<file path="config.mk">
export PLATFORM = sky130hd
export DESIGN_NAME = imem_arbiter
export DESIGN_NICKNAME = d
export VERILOG_FILES = /design/src/rtl/imem_pkg.sv /design/src/rtl/imem_range_chk.sv /design/src/rtl/imem_arbiter.sv
export SDC_FILE = /design/constraint.sdc
export NUM_CORES = 1
export LEC_CHECK = 0
export BUFFER_PORTS_ARGS = -buffer_cell sky130_fd_sc_hd__buf_2
export CAP_MARGIN = 5
export CELL_PAD_IN_SITES_DETAIL_PLACEMENT = 0
export CELL_PAD_IN_SITES_GLOBAL_PLACEMENT = 1
export CORE_MARGIN = 2
export CORE_UTILIZATION = 14
export CTS_CLUSTER_SIZE = 14
export DETAILED_ROUTE_END_ITERATION = 8
export GPL_ROUTABILITY_DRIVEN = 1
export PLACE_DENSITY = 0.84
export SYNTH_ARGS = -nofsm -noshare
export SYNTH_HDL_FRONTEND = slang
export SYNTH_SLANG_ARGS = --single-unit
</file>
<file path="constraint.sdc">
create_clock -name clk -period 2.5 [get_ports clk]
set_clock_uncertainty 0.2 [all_clocks]
set_input_delay 0.5 -clock clk [delete_from_list [all_inputs] [get_ports clk]]
set_output_delay 0.5 -clock clk [all_outputs]
set_load 0.01 [all_outputs]
</file>
<file path="src/rtl/imem_pkg.sv">
// Shared types and default geometry for the instruction memory and its arbiter.
// The instruction RAM uses the same geometry constants.
package imem_pkg;

  localparam int IMEM_ADDR_WIDTH = 32;
  localparam int IMEM_DATA_WIDTH = 32;
  localparam int IMEM_MEM_SIZE   = 512;

  typedef enum logic {
    PORT_F = 1'b0,
    PORT_L = 1'b1
  } port_e;

  // Describes the single outstanding response: who asked, whether it was out of range, and whether it was a write.
  typedef struct packed {
    port_e port;
    logic  oor;
    logic  we;
  } resp_tag_t;

endpackage

</file>
<file path="src/rtl/imem_range_chk.sv">
// Converts a byte address to a word index and flags whether that index lies inside the memory.
module imem_range_chk #(
  parameter int ADDR_WIDTH = 32,
  parameter int MEM_SIZE   = 512
) (
  input  logic [ADDR_WIDTH-1:0]       addr,
  output logic [$clog2(MEM_SIZE)-1:0] idx,
  output logic                        in_range
);

  localparam int IDX_W = $clog2(MEM_SIZE);
  localparam logic [ADDR_WIDTH-3:0] WORD_LIMIT = (ADDR_WIDTH-2)'(MEM_SIZE);

  logic [ADDR_WIDTH-3:0] word;
  logic                  unused_low;

  assign word       = addr[ADDR_WIDTH-1:2];
  assign idx        = word[IDX_W-1:0];
  assign in_range   = (word < WORD_LIMIT);
  // Byte offset within a word is irrelevant for word-wide instruction accesses.
  assign unused_low = &{1'b0, addr[1:0]};

endmodule

</file>
<file path="src/rtl/imem_arbiter.sv">
// Two-port arbiter (fetch F, loader L) for one synchronous-read instruction RAM.
// Optional macro IMEM_ARB_LOCK_EN adds l_lock, which gives L exclusive access.
module imem_arbiter
  import imem_pkg::*;
#(
  parameter int ADDR_WIDTH   = IMEM_ADDR_WIDTH,
  parameter int DATA_WIDTH   = IMEM_DATA_WIDTH,
  parameter int MEM_SIZE     = IMEM_MEM_SIZE,
  parameter int STARVE_LIMIT = 4
) (
  input  logic                        clk,
  input  logic                        rst,
  input  logic                        f_req,
  input  logic [ADDR_WIDTH-1:0]       f_addr,
  output logic                        f_gnt,
  output logic                        f_rvalid,
  output logic [DATA_WIDTH-1:0]       f_rdata,
  input  logic                        l_req,
  input  logic                        l_we,
  input  logic [ADDR_WIDTH-1:0]       l_addr,
  input  logic [DATA_WIDTH-1:0]       l_wdata,
`ifdef IMEM_ARB_LOCK_EN
  input  logic                        l_lock,
`endif
  output logic                        l_gnt,
  output logic                        l_rvalid,
  output logic [DATA_WIDTH-1:0]       l_rdata,
  output logic                        l_err,
  output logic                        mem_en,
  output logic                        mem_we,
  output logic [$clog2(MEM_SIZE)-1:0] mem_addr,
  output logic [DATA_WIDTH-1:0]       mem_wdata,
  input  logic [DATA_WIDTH-1:0]       mem_rdata
);

  localparam int IDX_W = $clog2(MEM_SIZE);
  localparam int CNT_W = 4;
  localparam logic [CNT_W-1:0] LIMIT = CNT_W'(STARVE_LIMIT);

  logic [ADDR_WIDTH-1:0] port_addr     [2];
  logic [IDX_W-1:0]      port_idx      [2];
  logic                  port_in_range [2];

  logic             lock;
  logic             starved;
  logic [CNT_W-1:0] starve_reg, starve_next;
  logic             resp_valid_reg;
  resp_tag_t        tag_reg, tag_next;

  assign port_addr[PORT_F] = f_addr;
  assign port_addr[PORT_L] = l_addr;

  for (genvar gi = 0; gi < 2; gi++) begin : g_range
    imem_range_chk #(
      .ADDR_WIDTH (ADDR_WIDTH),
      .MEM_SIZE   (MEM_SIZE)
    ) u_range_chk (
      .addr     (port_addr[gi]),
      .idx      (port_idx[gi]),
      .in_range (port_in_range[gi])
    );
  end

`ifdef IMEM_ARB_LOCK_EN
  assign lock = l_lock;
`else
  assign lock = 1'b0;
`endif

  assign starved = (starve_reg == LIMIT);

  // F wins by default; L takes the slot when F is idle, when L has starved, or when locked.
  always_comb begin
    l_gnt = !rst && l_req && (lock || starved || !f_req);
    f_gnt = !rst && f_req && !lock && !(l_req && starved);
  end

  always_comb begin
    starve_next = starve_reg;
    if (lock || !l_req || l_gnt) begin
      starve_next = '0;
    end else if (!starved) begin
      starve_next = starve_reg + 1'b1;
    end
  end

  always_comb begin
    mem_en    = (f_gnt && port_in_range[PORT_F]) || (l_gnt && port_in_range[PORT_L]);
    mem_we    = l_gnt && l_we && port_in_range[PORT_L];
    mem_addr  = l_gnt ? port_idx[PORT_L] : port_idx[PORT_F];
    mem_wdata = l_wdata;
  end

  always_comb begin
    tag_next      = '0;
    tag_next.port = l_gnt ? PORT_L : PORT_F;
    tag_next.oor  = l_gnt ? !port_in_range[PORT_L] : !port_in_range[PORT_F];
    tag_next.we   = l_gnt && l_we;
  end

  always_ff @(posedge clk) begin
    if (rst) begin
      starve_reg     <= '0;
      resp_valid_reg <= 1'b0;
      tag_reg        <= '0;
    end else begin
      starve_reg     <= starve_next;
      resp_valid_reg <= f_gnt || l_gnt;
      tag_reg        <= tag_next;
    end
  end

  // Responses are suppressed during reset so a grant just before reset never surfaces.
  always_comb begin
    f_rvalid = !rst && resp_valid_reg && (tag_reg.port == PORT_F);
    l_rvalid = !rst && resp_valid_reg && (tag_reg.port == PORT_L);
    f_rdata  = (f_rvalid && !tag_reg.oor) ? mem_rdata : '0;
    l_rdata  = (l_rvalid && !tag_reg.oor && !tag_reg.we) ? mem_rdata : '0;
    l_err    = l_rvalid && tag_reg.oor;
  end

endmodule
</file>
Yosys cells after proc, flatten, opt, wreduce, memory -nomap -nowiden
Index checks and enable logic that the tools add are counted.
{"block": "classes", "n_bitwise": 1, "addsub": 1, "n_reduce_logical": 29, "eq_ne": 1, "n_lt_le_gt_ge": 2, "n_mux": 5}
{"op": "32-bit two-way mux", "count": 2}
{"op": "30-bit by 10-bit < comparator with 1-bit output, second input constant", "count": 2}
{"op": "1-bit logical AND", "count": 16}
{"op": "9-bit two-way mux", "count": 1}
{"op": "1-bit logical NOT", "count": 8}
{"op": "4-bit by 1-bit adder with 4-bit output, second input constant", "count": 1}
{"op": "4-bit by 3-bit equality test with 1-bit output, second input constant", "count": 1}
{"op": "1-bit logical OR", "count": 4}
{"op": "1-bit two-way mux", "count": 2}
{"op": "2-bit OR reduction", "count": 1}
{"op": "1-bit NOT", "count": 1}
{"block": "totals", "ff_bits": 8, "out_inout_bits": 112, "wordCells": 44, "inputBits": 133}

Longest topological paths before layout
{"block": "logic_depth", "word_depth": 6, "mapped_depth": 7, "ltp_nobuf": 6}

Modules after synthesis
Synthesis repeated with hierarchy kept, for this count alone.
{"block": "unflattened", "hier_cells": 190, "area_unflattened_um2": 1466.4}
{"module": "imem_arbiter", "area_each_um2": 1231.2, "cells_each": 158, "instances": 1, "seq_area_each_um2": 160.2}
{"module": "imem_range_chk", "area_each_um2": 117.6, "cells_each": 16, "instances": 2, "seq_area_each_um2": 0.0}

Least setup slack after synthesis
No wires, ideal clock.
{"block": "synth_timing", "kind": "input to output", "from": "input port l_addr[29]", "to": "output port mem_we", "required_ps": 1800, "cell_stages": 4, "slack_ps": 5, "arrival_time_ps": 1795, "path_buffers": 0, "cell_sequence": "or4_1 > or4_1 > a211oi_2 > and2_1"}
{"block": "synth_via", "elab_chain_cells": 2}
{"item": "from (decl)", "line_no": "imem_arbiter.sv:20", "text": "input logic [ADDR_WIDTH-1:0] l_addr,"}
{"item": "30-bit by 10-bit < comparator with 1-bit output", "line_no": "imem_range_chk.sv:19", "text": "assign in_range = (word < WORD_LIMIT);"}
{"item": "1-bit logical AND", "line_no": "imem_arbiter.sv:89", "text": "mem_we = l_gnt && l_we && port_in_range[PORT_L];"}
{"item": "to (decl)", "line_no": "imem_arbiter.sv:30", "text": "output logic mem_we,"}
Every way passes these cells.

Worst setup path after layout
{"block": "layout_timing", "from": "input port l_addr[29]", "to": "output port mem_en"}
{"block": "layout_via", "elab_chain_cells": 3}
{"item": "30-bit by 10-bit < comparator with 1-bit output", "line_no": "imem_range_chk.sv:19"}
{"item": "1-bit logical AND", "line_no": "imem_arbiter.sv:88", "text": "mem_en = (f_gnt && port_in_range[PORT_F]) || (l_gnt && port_in_range[PORT_L]);"}
{"item": "1-bit logical OR", "line_no": "imem_arbiter.sv:88"}
{"item": "to (decl)", "line_no": "imem_arbiter.sv:29", "text": "output logic mem_en,"}
Every way passes these cells.

==> run summary <==
Seq cells post-synth - 8
max reg flops - 4
Critical Path Sink Type - output pin
cell total after placement - 422
violated checks - negative setup slack
Final Critical Period - 2695 ps
Final HPWL DP - 4.264 mm
layout cells sized above 1 - 63.78%
Ant. Diodes - 0
DR pass1 iterations - 2
startpoint type of the worst setup path - input port
met2 usage - 18.65%
Avg Inst Size Synth - 7.264 um2
die height - 97.92 um
final std cells w/o fill - 431
Slew @ Worst Pin - 314.2 ps
worst skew pair latency - 230 ps
total CTS buffers - 3
Synth Area in Simple Gates - 49.54%
critical path class - input port to output pin
H-Tree Depth - 1
power per cell area - 212.3 mW/mm2
first-pass GRT wire length - 7.224 mm
VDD IR-drop max - 0.2199 mV
hold crit path type - register to register
Core Area - 0.008636 mm2
Vias - 1,656
nets@finish - 460
Gate Count Post-Synth - 170
RSZ-0062 raised after global routing - true
Synth Area in XOR/XNOR - 1.418%
Final Max Tran Viols - 0
vias in the first global route - 1,514
Syn Std Cell Area - 0.001235 mm2
asr flop ratio synth - 0%
Die Area - 0.009588 mm2
Final ANT Viol Nets - 0
GRT met3 Usage - 3.579%
I/O pin count - 245
post-DR vias/cell - 3.842
Critical Path AT - 2000 ps
critical path fanouts, max - 2
synthesized-area fraction occupied by adder cells - 2.026%
final core occ - 25.85%
leak pwr - 0.001318 uW
Total Routing Usage GR - 9.328%
post-synthesis mux area share - 8.207%
# DRC - 0
clock root buffer - clkbuf_8
PnR worst setup slack - -195.1 ps
Peak Freq - 371.0 MHz
Compound-Gate Fraction of Synth Area - 2.938%
Post-synth EDFFs - 0
PortBufs - 176
fin crit share - 107.8%
DR iter-0 viols - 5
required time worst endpoint - 1800 ps
synth unique cells - 26
setup tns final - -379.3 ps
main combinational cell family by area after synthesis - simple AND/OR/NAND/NOR gates
routability congestion estimate - 0.8061
Slowest cell on crit path - or4_1
initial antenna violation count - 0
initial core utilization - 14.30%
CTS tree - yes
pre-CTS setup slack - -286.1 ps
MaxCap Viol Count - 0
Placement Rows - 34
wire length per cell - 11.61 um
maximum number of pins on one net before global-route repair - 33
max_slew headroom - 78.86%
grt total ovfl - 0
Fill cells - 958
Total Wirelength - 5.005 mm
Synth warnings - 0
Synth Net Count - 305
Tot Pwr - 473.8 uW
hold violation total from the final report - 0
gr busiest metal - met2
Final Setup Violations - 2
Most used DFF post-synth - dfxtp_1
Max stage delay on crit path - 490 ps
synth-to-layout area growth - 80.75%
met1 Resource Use GR - 8.934%
sequential area share after synthesis - 12.97%
CTS Sinks - 8
clock-pin transition on the worst setup and hold timing paths - 40 ps
Die X - 97.92 um
status - finished, violations left
crit-path cells - buf_6 > or4_1 > or4_1 > a211oi_2 > buf_4 > a21o_4 > buf_6
CTS max path bufs - 2
worst max-delay path: cells and delay by family:
family	cells	cell delay [ps]
and+or+nand+nor	2	910
buffers and inverters	3	340
AOI/OAI and AO/OA	2	260
repair_timing:
item,in CTS,in global routing
hold buffers,0,0
pin swaps,2,2
endpoints found under the setup margin,11,11
setup buffers,4,2
cloned,1,0
resized for setup,8,14
Yosys cell counts, drive strengths merged, types with 2 or more instances:
master | n | share of area, %
nor4 | 8 | 4.1
ha | 2 | 2.0
nand2 | 3 | 0.91
mux2 | 9 | 8.2
and2 | 67 | 34
clkbuf | 6 | 1.8
a21oi | 3 | 1.2
nor3b | 2 | 1.2
buf | 33 | 20
dfxtp | 8 | 13
nor2 | 7 | 2.1
nor3 | 4 | 1.6
inv | 4 | 1.2
nand2b | 2 | 1.0
or4 | 2 | 1.2
layer usage:
layer | vias to the layer above | part of all wire, %
li1 | 823 | -
met1 | 696 | 33
met2 | 135 | 55
met3 | 2 | 12
met4 | 0 | 0.62
met5 | - | 0
placed cells by master, fill, tap and decap left out:
master and instances:
buf_12 2, nor3b_1 1, a211oi_2 1, nand3_1 1, buf_2 171, nand3b_1 1, a21o_4 1, nand4_1 1
ha_1 2, xor2_1 1, mux2_4 6, and3b_1 1, a21oi_1 2, buf_6 7, clkbuf_8 3, nor4_1 8
inv_1 4, mux2_2 3, xnor2_1 1, dfxtp_2 1, a21oi_4 1, buf_4 9, nand2b_1 2, or4_1 2
nor2b_1 1, dfxtp_1 7, nand2_1 3, nor2_1 7, nand4b_1 1, and2_1 67, nor3_1 4, nor3b_2 1
report_power, final:
part / switching, uW / internal (uW) / total, uW
combinational: 75.2 / 112 / 187
sequential: 2.30 / 132 / 135
clock: 48.0 / 104 / 152
total: 126 / 348 / 474
cell families (layout without fill, tap and decap cells):
family | after synthesis | count (layout)
simple gates | 101 | 101
buf+inv | 43 | 196
mux | 9 | 9
flops | 8 | 8
compound gates | 5 | 5
fa+ha+maj | 2 | 2
xor+xnor | 2 | 2
final timing paths:
| path | start | endpoint | slack, ps | cells past startpoint |
|---|---|---|---|---|
| hold reg to reg | starve_reg[0] | starve_reg[0] | 220 | 1 |
| hold / removal | starve_reg[0] | starve_reg[0] | 220 | 1 |
| setup reg to reg | starve_reg[1] | tag_reg[1] | 780 | 8 |
| setup / recovery | l_addr[29] | mem_en | -200 | 7 |
cell type report:
cell class	instances	area (um2)	area share, %
clock buffers	3	41.29	1.850
inverters	4	15.01	0.6726
multi-input cells	119	837.1	37.50
flip-flops and latches	8	161.4	7.231
well taps	108	135.1	6.054
repair buffers	189	1042	46.69
through the flow:
step | hold slack [ps] | area (um2)
6_report | 220.8 | 2232
5_1_grt | 243.4 | 2232
4_1_cts | 230.7 | 2171
3_5_place_dp | 252.4 | 2066
3_3_place_gp | 239.8 | 2066
2_1_floorplan | 229.7 | 1235
(Power assumes the default switching activity.)
